[src/rtl/booth_pkg.sv]
// booth_pkg: definitions shared by the Booth multiplier controller and the
// multiplier testbench.
//   MUL_WIDTH  operand width of the sequential Booth multiplier
//   MUL_ITERS  number of iteration cycles per multiplication
//   state_t    controller FSM state encoding (ST_* constants)
package booth_pkg;

  localparam int MUL_WIDTH = 32;
  localparam int MUL_ITERS = 32;

  typedef logic [2:0] state_t;

  localparam state_t ST_IDLE = 3'd0;
  localparam state_t ST_CLR  = 3'd1;
  localparam state_t ST_LOAD = 3'd2;
  localparam state_t ST_RUN  = 3'd3;
  localparam state_t ST_CAP  = 3'd4;
  localparam state_t ST_DONE = 3'd5;

endpackage

[src/rtl/booth_operand_fifo.sv]
// booth_operand_fifo: DEPTH x DATA_W synchronous FIFO holding operand pairs.
//   clk, reset         rising-edge clock, synchronous active-high reset
//   push, push_data    write request and data (ignored while full)
//   pop, pop_data      read request (ignored while empty) and head entry
//   full, empty        occupancy flags
// Push and pop in the same cycle leave the occupancy unchanged.
module booth_operand_fifo #(
  parameter int DEPTH  = 2,
  parameter int DATA_W = 64
) (
  input  logic              clk,
  input  logic              reset,
  input  logic              push,
  input  logic [DATA_W-1:0] push_data,
  input  logic              pop,
  output logic [DATA_W-1:0] pop_data,
  output logic              full,
  output logic              empty
);

  localparam int PTR_W = (DEPTH > 1) ? $clog2(DEPTH) : 1;
  localparam int CNT_W = $clog2(DEPTH + 1);

  logic [DATA_W-1:0] mem_q [DEPTH];
  logic [PTR_W-1:0]  wr_ptr_q, wr_ptr_d;
  logic [PTR_W-1:0]  rd_ptr_q, rd_ptr_d;
  logic [CNT_W-1:0]  cnt_q, cnt_d;
  logic              push_ok;
  logic              pop_ok;

  assign full     = (cnt_q == CNT_W'(DEPTH));
  assign empty    = (cnt_q == '0);
  assign push_ok  = push && !full;
  assign pop_ok   = pop && !empty;
  assign pop_data = mem_q[rd_ptr_q];

  always_comb begin
    wr_ptr_d = wr_ptr_q;
    rd_ptr_d = rd_ptr_q;
    cnt_d    = cnt_q;
    if (push_ok) begin
      wr_ptr_d = (wr_ptr_q == PTR_W'(DEPTH - 1)) ? '0 : wr_ptr_q + 1'b1;
    end
    if (pop_ok) begin
      rd_ptr_d = (rd_ptr_q == PTR_W'(DEPTH - 1)) ? '0 : rd_ptr_q + 1'b1;
    end
    case ({push_ok, pop_ok})
      2'b10:   cnt_d = cnt_q + 1'b1;
      2'b01:   cnt_d = cnt_q - 1'b1;
      default: cnt_d = cnt_q;
    endcase
  end

  always_ff @(posedge clk) begin
    if (reset) begin
      wr_ptr_q <= '0;
      rd_ptr_q <= '0;
      cnt_q    <= '0;
    end else begin
      wr_ptr_q <= wr_ptr_d;
      rd_ptr_q <= rd_ptr_d;
      cnt_q    <= cnt_d;
    end
  end

  // Storage is not reset: a flushed buffer is empty by its counter.
  always_ff @(posedge clk) begin
    if (push_ok) begin
      mem_q[wr_ptr_q] <= push_data;
    end
  end

endmodule

[src/rtl/booth_mult_ctrl.sv]
// booth_mult_ctrl: operand buffer and sequencer in front of the sequential
// Booth multiplier. One multiplication is in flight at a time.
//   clk, reset                  rising-edge clock, sync active-high reset
//   in_valid/in_ready/in_m/in_q operand pair handshake (2-deep buffer)
//   out_valid/out_ready/out_p   registered 2*WIDTH signed product handshake
//   busy                        FSM not idle
//   ops_done                    completed output handshakes (wraps)
//   mul_reset/mul_load          multiplier control
//   mul_M/mul_Q                 multiplier operands (current op)
//   mul_P                       multiplier product
module booth_mult_ctrl
  import booth_pkg::*;
#(
  parameter int WIDTH = MUL_WIDTH,
  parameter int DEPTH = 2
) (
  input  logic                      clk,
  input  logic                      reset,
  input  logic                      in_valid,
  output logic                      in_ready,
  input  logic signed [WIDTH-1:0]   in_m,
  input  logic signed [WIDTH-1:0]   in_q,
  output logic                      out_valid,
  input  logic                      out_ready,
  output logic signed [2*WIDTH-1:0] out_p,
  output logic                      busy,
  output logic [15:0]               ops_done,
  output logic                      mul_reset,
  output logic                      mul_load,
  output logic signed [WIDTH-1:0]   mul_M,
  output logic signed [WIDTH-1:0]   mul_Q,
  input  logic signed [2*WIDTH-1:0] mul_P
);

  localparam int ITER_W = $clog2(MUL_ITERS);

  state_t                    state_q, state_d;
  logic [ITER_W-1:0]         iter_q, iter_d;
  logic signed [WIDTH-1:0]   op_m_q, op_m_d;
  logic signed [WIDTH-1:0]   op_q_q, op_q_d;
  logic signed [2*WIDTH-1:0] out_p_q, out_p_d;
  logic                      out_valid_q, out_valid_d;
  logic [15:0]               ops_done_q, ops_done_d;

  logic                      fifo_full;
  logic                      fifo_empty;
  logic                      fifo_pop;
  logic [2*WIDTH-1:0]        fifo_head;

  booth_operand_fifo #(
    .DEPTH  (DEPTH),
    .DATA_W (2 * WIDTH)
  ) u_fifo (
    .clk       (clk),
    .reset     (reset),
    .push      (in_valid),
    .push_data ({in_m, in_q}),
    .pop       (fifo_pop),
    .pop_data  (fifo_head),
    .full      (fifo_full),
    .empty     (fifo_empty)
  );

  always_comb begin
    state_d     = state_q;
    iter_d      = iter_q;
    op_m_d      = op_m_q;
    op_q_d      = op_q_q;
    out_p_d     = out_p_q;
    out_valid_d = out_valid_q;
    ops_done_d  = ops_done_q;
    fifo_pop    = 1'b0;
    case (state_q)
      ST_IDLE: begin
        if (!fifo_empty) begin
          fifo_pop = 1'b1;
          state_d  = ST_CLR;
        end
      end
      ST_CLR:  state_d = ST_LOAD;
      ST_LOAD: begin
        iter_d  = '0;
        state_d = ST_RUN;
      end
      ST_RUN: begin
        // Counter wraps back to 0 on the last iteration.
        iter_d = iter_q + 1'b1;
        if (iter_q == ITER_W'(MUL_ITERS - 1)) begin
          state_d = ST_CAP;
        end
      end
      ST_CAP: begin
        out_p_d     = mul_P;
        out_valid_d = 1'b1;
        state_d     = ST_DONE;
      end
      ST_DONE: begin
        if (out_ready) begin
          out_valid_d = 1'b0;
          ops_done_d  = ops_done_q + 1'b1;
          // Chain straight into the next operation when one is waiting.
          if (!fifo_empty) begin
            fifo_pop = 1'b1;
            state_d  = ST_CLR;
          end else begin
            state_d  = ST_IDLE;
          end
        end
      end
      default: state_d = ST_IDLE;
    endcase
    if (fifo_pop) begin
      op_m_d = fifo_head[2*WIDTH-1:WIDTH];
      op_q_d = fifo_head[WIDTH-1:0];
    end
  end

  always_ff @(posedge clk) begin
    if (reset) begin
      state_q     <= ST_IDLE;
      iter_q      <= '0;
      op_m_q      <= '0;
      op_q_q      <= '0;
      out_p_q     <= '0;
      out_valid_q <= 1'b0;
      ops_done_q  <= '0;
    end else begin
      state_q     <= state_d;
      iter_q      <= iter_d;
      op_m_q      <= op_m_d;
      op_q_q      <= op_q_d;
      out_p_q     <= out_p_d;
      out_valid_q <= out_valid_d;
      ops_done_q  <= ops_done_d;
    end
  end

  assign in_ready  = !fifo_full;
  assign out_valid = out_valid_q;
  assign out_p     = out_p_q;
  assign busy      = (state_q != ST_IDLE);
  assign ops_done  = ops_done_q;
  // Multiplier is held cleared for as long as the controller is in reset.
  assign mul_reset = reset | (state_q == ST_CLR);
  assign mul_load  = (state_q == ST_LOAD);
  assign mul_M     = op_m_q;
  assign mul_Q     = op_q_q;

endmodule

[config.mk]
export PLATFORM = sky130hd
export DESIGN_NAME = booth_mult_ctrl
export DESIGN_NICKNAME = d
export VERILOG_FILES = /design/src/rtl/booth_pkg.sv /design/src/rtl/booth_operand_fifo.sv /design/src/rtl/booth_mult_ctrl.sv
export SDC_FILE = /design/constraint.sdc
export NUM_CORES = 1
export LEC_CHECK = 0
export BUFFER_PORTS_ARGS = -buffer_cell sky130_fd_sc_hd__buf_2
export CORE_UTILIZATION = 30
export CTS_BUF_LIST = sky130_fd_sc_hd__clkbuf_2
export DETAILED_ROUTE_END_ITERATION = 7
export PLACE_DENSITY_LB_ADDON = 0.1
export SLEW_MARGIN = 10
export SYNTH_ARGS = -nofsm -noshare
export SYNTH_HDL_FRONTEND = slang
export SYNTH_SLANG_ARGS = --single-unit
[constraint.sdc]
create_clock -name clk -period 3.49 [get_ports clk]
set_input_delay 0 -clock clk [delete_from_list [all_inputs] [get_ports clk]]
set_output_delay 0 -clock clk [all_outputs]
set_load 0.02 [all_outputs]
* Word-level counts from Yosys, hierarchy flattened
Memory sizes are Yosys's and may differ from the RTL's. A register that Yosys moved wholly into a read port is not among the register bits.
Index checks and enable logic that the tools add are counted.
** Operators by class
- Add/sub/neg operators :: 6
- Multipliers :: 0
- Divide/modulo/power cells :: 0
- $lt $le $gt $ge :: 0
- Eq/ne operators :: 12
- Shift operators :: 0
- Muxes and demuxes :: 16
- Bitwise logic cells :: 1
- Reduce and logical (&&, ||, !) cells :: 13
** Operators with widths (count)
- 3-bit case mux with 6 select lines :: 1
- 16-bit by 1-bit adder with 16-bit output, second input constant :: 1
- 5-bit case mux with 2 select lines :: 1
- 3-bit 2-to-1 mux :: 3
- 1-bit 2-to-1 mux :: 8
- 3-bit by 2-bit equality test with 1-bit output, second input constant :: 2
- 3-bit equality test, second input constant :: 2
- 2-bit != test, second input constant :: 3
- 2-bit nonzero test :: 3
- 5-bit by 1-bit adder with 5-bit output, second input constant :: 1
- 5-bit equality test, second input constant :: 1
- 2-bit equality test, second input constant :: 2
- 1-bit case mux with 2 select lines :: 2
- 2-bit case mux with 2 select lines :: 1
- 2-bit AND reduction :: 2
- 3-bit by 1-bit equality test with 1-bit output, second input constant :: 1
- 3-bit logical NOT :: 1
- 3-bit AND reduction :: 1
- 3-bit nonzero test :: 1
- 1-bit adder, second input constant :: 2
- 2-bit by 1-bit adder with 2-bit output, second input constant :: 1
- 2-bit by 1-bit equality test with 1-bit output, second input constant :: 1
- 1-bit logical AND :: 2
- 1-bit logical NOT :: 2
- other kinds (3) :: 3
** Word-level totals
- Register bits :: 93
- Latch bits :: 0
- Memory bits (writable) :: 128
- Memory bits (read-only) :: 0
- Input port bits :: 132
- Output and inout bits :: 149
- Logic and storage cells :: 57
- Memories kept :: 1
** Memories
- u_fifo.mem_q :: depth 2, bits a word 64, rd ports 1, clocked after Yosys merged registers in 1, wr ports 1, RTL line booth_operand_fifo.sv:24 : logic [DATA_W-1:0] mem_q [DEPTH];

* Logic depth before layout (Yosys ltp)
- Depth in word-level cells :: 7
- Gate-level depth with buffers :: 8
- Depth with buffers taken out :: 6

* By module
A second synthesis with hierarchy kept.
** Unflattened totals
- Cells, all modules :: 929
- Area, all modules :: 10451.3 um^2
** By module, submodules not included
- booth_mult_ctrl :: times used 1, cells an instance 704, area an instance 5627.9 um^2, sequential area each 3062.9 um^2
- booth_operand_fifo :: times used 1, cells an instance 225, area an instance 4823.4 um^2, sequential area each 3943.8 um^2

* Worst setup path after synthesis
No wires, ideal clock.
- Path type :: register to register
- Start point :: register u_fifo.cnt_q[0]
- End point :: memory u_fifo.mem_q[0][0] (enable)
- Library setup time :: 0.486 ns
- Data arrival time :: 3.491 ns
- Required time :: 3.004 ns
- Setup slack :: -0.488 ns
- Stages on the path, launching flop included :: 4
- Path buffers :: 0
- Clock period less this slack :: 3.978 ns
- Cells stage by stage :: dfxtp_1 > nand2b_1 > nand2_1 > nor2_1
** On the way
- Word-level cells in the longest chain between the ends :: 5
** RTL lines
- from (decl) :: RTL line booth_operand_fifo.sv:27 : logic [CNT_W-1:0] cnt_q, cnt_d;
- from (signal assigned) :: RTL line booth_operand_fifo.sv:62 : cnt_q <= cnt_d;
- 2-bit equality test :: RTL line booth_operand_fifo.sv:31 : assign full = (cnt_q == CNT_W'(DEPTH));
- 1-bit logical NOT
- via in_ready :: RTL line booth_mult_ctrl.sv:20 : output logic in_ready,
- 1-bit logical AND :: RTL line booth_operand_fifo.sv:33 : assign push_ok = push && !full;
- 1-bit 2-to-1 mux :: RTL line booth_operand_fifo.sv:68 : if (push_ok) begin
- 1-bit 2-to-1 mux (implied by the code) :: RTL line booth_operand_fifo.sv:69 : mem_q[wr_ptr_q] <= push_data;
- to (decl) :: RTL line booth_operand_fifo.sv:24
The timed path passes the listed nets, and every way through them passes these cells.

* Worst setup path after layout
- Start point :: register state_q[0]
- End point :: register out_p_q[33], in the netlist out_p[33]
** On the way
- Word-level cells in the longest chain between the ends :: 1
** RTL lines
- from (decl) :: RTL line booth_mult_ctrl.sv:37 : state_t state_q, state_d;
- from (signal assigned) :: RTL line booth_mult_ctrl.sv:128 : state_q <= state_d;
- 3-bit equality test :: RTL line booth_mult_ctrl.sv:73 : case (state_q)
- to (signal assigned) :: RTL line booth_mult_ctrl.sv:132 : out_p_q <= out_p_d;
- to (decl) :: RTL line booth_mult_ctrl.sv:41 : logic signed [2*WIDTH-1:0] out_p_q, out_p_d;
Every way passes these cells.
A chain may end at the register's enable or synchronous reset.

==> key figures <==
Outcome
  – Status: finished, final reports clean

Clocking
  – CTS buffer count: 80
  – CTS tree: yes
  – Htree depth: 3
  – CTS Buffer Depth: 3
  – Root Buffer: clkbuf_2
  – Clk_lat worst skew: between 0.9 and 1 ns
  – Reg clk slew, reported paths: 0.10 ns
  – Clock Sink Count: 285
  – Post-CTS setup buffers: 0

Global routing
  – Pin count of the biggest net entering global routing: around 110
  – Overall Global Routing Usage: 16.4%
  – GRT met2 Usage: between 20% and 30%
  – First-pass GRT wire length: approximately 46000 um
  – Global route hottest layer: met2
  – M3 GR Usage: 6.06%
  – GR Overflow Total: 0
  – Met1 global-route usage: about 18%
  – Vias in the first global route: 9189
  – Antenna violations before repair: 3

Finish
  – Post-Layout Cell Count: between 2000 and 2500
  – Area grow syn2layout: 56.4%
  – Fraction of layout cells with a size suffix above 1: a little under a third
  – Commonest non-fill, non-tap cell in the layout: dlygate4sd3_1
  – Nets: 1631
  – Commonest cells after routing, fill and taps aside: 325 x dlygate4sd3_1, 279 x buf_2, 156 x dfxtp_1

Routing
  – DR vias: 8834
  – DRT iter0 DRCs: 284
  – Drt drc: 0
  – Antenna-violating nets left: 0
  – Via density: 4.40
  – Detailed Routing Iterations Pass 1: 4
  – DRT Wirelength: 28700 um
  – Post-DR wirelength/cell: 14.3 um

STA
  – Fin Hold WS: 0.159 ns
  – Slew Limit Fails: 0
  – RSZ-0062 raised after global routing: false
  – Slew margin rel.: 36.7%
  – Tightest Pin Transition: between 0.9 and 1 ns
  – FMAX: about 400 MHz
  – Final clock skew: 0.0605 ns
  – Post-Route Setup TNS: 0 ns
  – Fin. Hold Viols: 0
  – Final setup fails: 0
  – Tmin final: 2.49 ns
  – Tcrit/Tclk final: 71.4%

Worst hold path
  – Min-Delay Path Class: input pin to flop

Setup path
  – Critical path endpoint category: flop
  – Worst path arrival time: 3.32 ns
  – CP Cell Sequence: nor2_1 > nand2_2 > buf_4 > nand2_1 > a21oi_1 > dlygate4sd3_1
  – CP max stage delay: 0.57 ns
  – Slowest stage cell on the critical path: dlygate4sd3_1
  – Cell family contributing the most delay on the critical path: buffers and inverters
  – WP buf/inv: 2
  – CP Max Fanout: 34
  – CP required: 4.32 ns
  – Startpoint types: flop
  – CP Class: flop to flop

Power
  – Lkg Pwr: 6.76 nW
  – Max VDD drop: 0.000392 V
  – P per Cell Area: 602 nW/um^2

Floorplanning
  – Rows: between 60 and 70
  – Die Span Y: 188 um
  – Initial core utilization: 30.8%
  – IO Pins: 281
  – Die area: 35400 sq um
  – Core Area: 33800 sq um
  – Chip width: 188 um

Placement
  – DP HPWL: 15900 um
  – Placed Instances: 1536
  – GPL Wtd Cong: around 0.76
  – IO buf count: 280

Yosys
  – Average size of a mapped cell: around 12 sq um
  – #FFs+latches synth: 285
  – Seq/Total Area, Yosys: 67.2%
  – Post-Syn Area: 10400 sq um
  – Post-synth net total: 989
  – Cells after synthesis: 853
  – Synth cell types: 40
  – Yosys warns: 0

Flow run
  – Max-cap violations: 0
## tightest hold or removal path, delay by kind of cell
kind | cells | cell delay, ns
AND/OR/NAND/NOR | 2 | 0.24
XOR/XNOR | 1 | 0.10
buffers and inverters | 2 | 0.68
## per-stage QoR
stage	util, %	instance area, sq um	worst slack [ns]	power, mW
after floorplan	-	10400	0.581	6.38
after global placement	36.3	12300	1.03	7.24
after detailed placement	36.3	12300	1.02	7.27
after CTS	48.1	16300	0.978	9.99
after global routing	48.1	16300	0.701	10.5
final	48.1	16300	0.997	9.79
## synth_stat cells
master	instances	area (sq um)
clkbuf_1	26	97.6
or3_1	3	18.8
dfxtp_1	157	3140
mux2i_1	64	641
a2111oi_0	1	8.76
a21o_1	1	7.51
xnor2_1	8	70.1
nor3b_1	1	7.51
nand4_2	1	12.5
o21ai_0	4	20.0
buf_1	10	37.5
a211oi_1	28	210
nand4_1	2	12.5
and3_1	3	18.8
o21a_1	1	7.51
mux2_1	3	33.8
buf_2	15	75.1
nand4b_2	1	15.0
nor4_4	2	42.5
nor4_1	2	12.5
nor2_1	89	334
buf_6	3	33.8
a211oi_2	37	463
and2_1	2	12.5
buf_4	3	22.5
nand2_1	140	526
edfxtp_1	128	3840
nor2b_1	4	25.0
nand3_1	8	40.0
nor3_1	5	25.0
xor2_1	4	35.0
ha_1	4	50.1
a21oi_1	77	385
nand3b_1	2	15.0
inv_1	3	11.3
and4b_1	1	10.0
a21oi_2	1	8.76
a31o_2	3	26.3
nand2b_1	5	31.3
o31ai_1	1	7.51
## state kept, by name (all words and copies together) (netlist names)
register	flops
u_fifo.mem_q	128
out_p	64
mul_M	32
mul_Q	32
ops_done	16
iter_q	5
state_q	3
u_fifo.cnt_q	2
out_valid	1
u_fifo.rd_ptr_q	1
u_fifo.wr_ptr_q	1
## layout make-up
class	instances	area, sq um
timing repair buffer	617	4800
clock buffer	121	606
antenna	4	10.0
tap	448	561
clock inverter	24	126
multi-input combinational	508	3160
inverter	3	11.3
fill	3143	17500
sequential	285	6990
## cell families (layout without fill, tap and decap cells)
kind of cell               after synthesis  in the layout  share of synthesized area [%]
DFF                                    285            285                           67.2
and+or+nand+nor                        271            271                           11.1
AOI/OAI and AO/OA                      154            154                           11.0
muxes                                   67             67                           6.49
buffers and inverters                   60            765                           2.67
xor gates and xnor gates                12             12                           1.01
adders and majority gates                4              4                          0.481
other                                    0              4                              0
## what timing repair did
item / CTS / global route
hold buffers: 325 / 0
gates resized for setup: 0 / 0
endpoints found under the hold margin: 413 / 0
setup endpoints to repair: 0 / 0
## report_power, final
group          leakage (nW)  internal [mW]  switching [mW]  total, mW
sequential             2.47           4.18           0.339       4.52
combinational          3.73           1.13            1.73       2.85
clock                 0.560          0.996            1.42       2.42
total                  6.76           6.30            3.49       9.79
## routing by layer
metal  up-vias  routed length, um
met1      4130              11800
met2       256              13800
met4         0               1150
met3        88               1950
met5         -                  0
li1       4360                  -
## path summary, 6_finish.rpt
kind,from,to,slack (ns),cells after the start
max,state_q[0],out_p[33],1.0,6
min,in_valid,u_fifo.wr_ptr_q,0.16,5
max reg2reg,state_q[0],out_p[33],1.0,6
min reg2reg,iter_q[4],iter_q[4],0.47,2
Note: power is estimated with default switching activity, not from simulation.
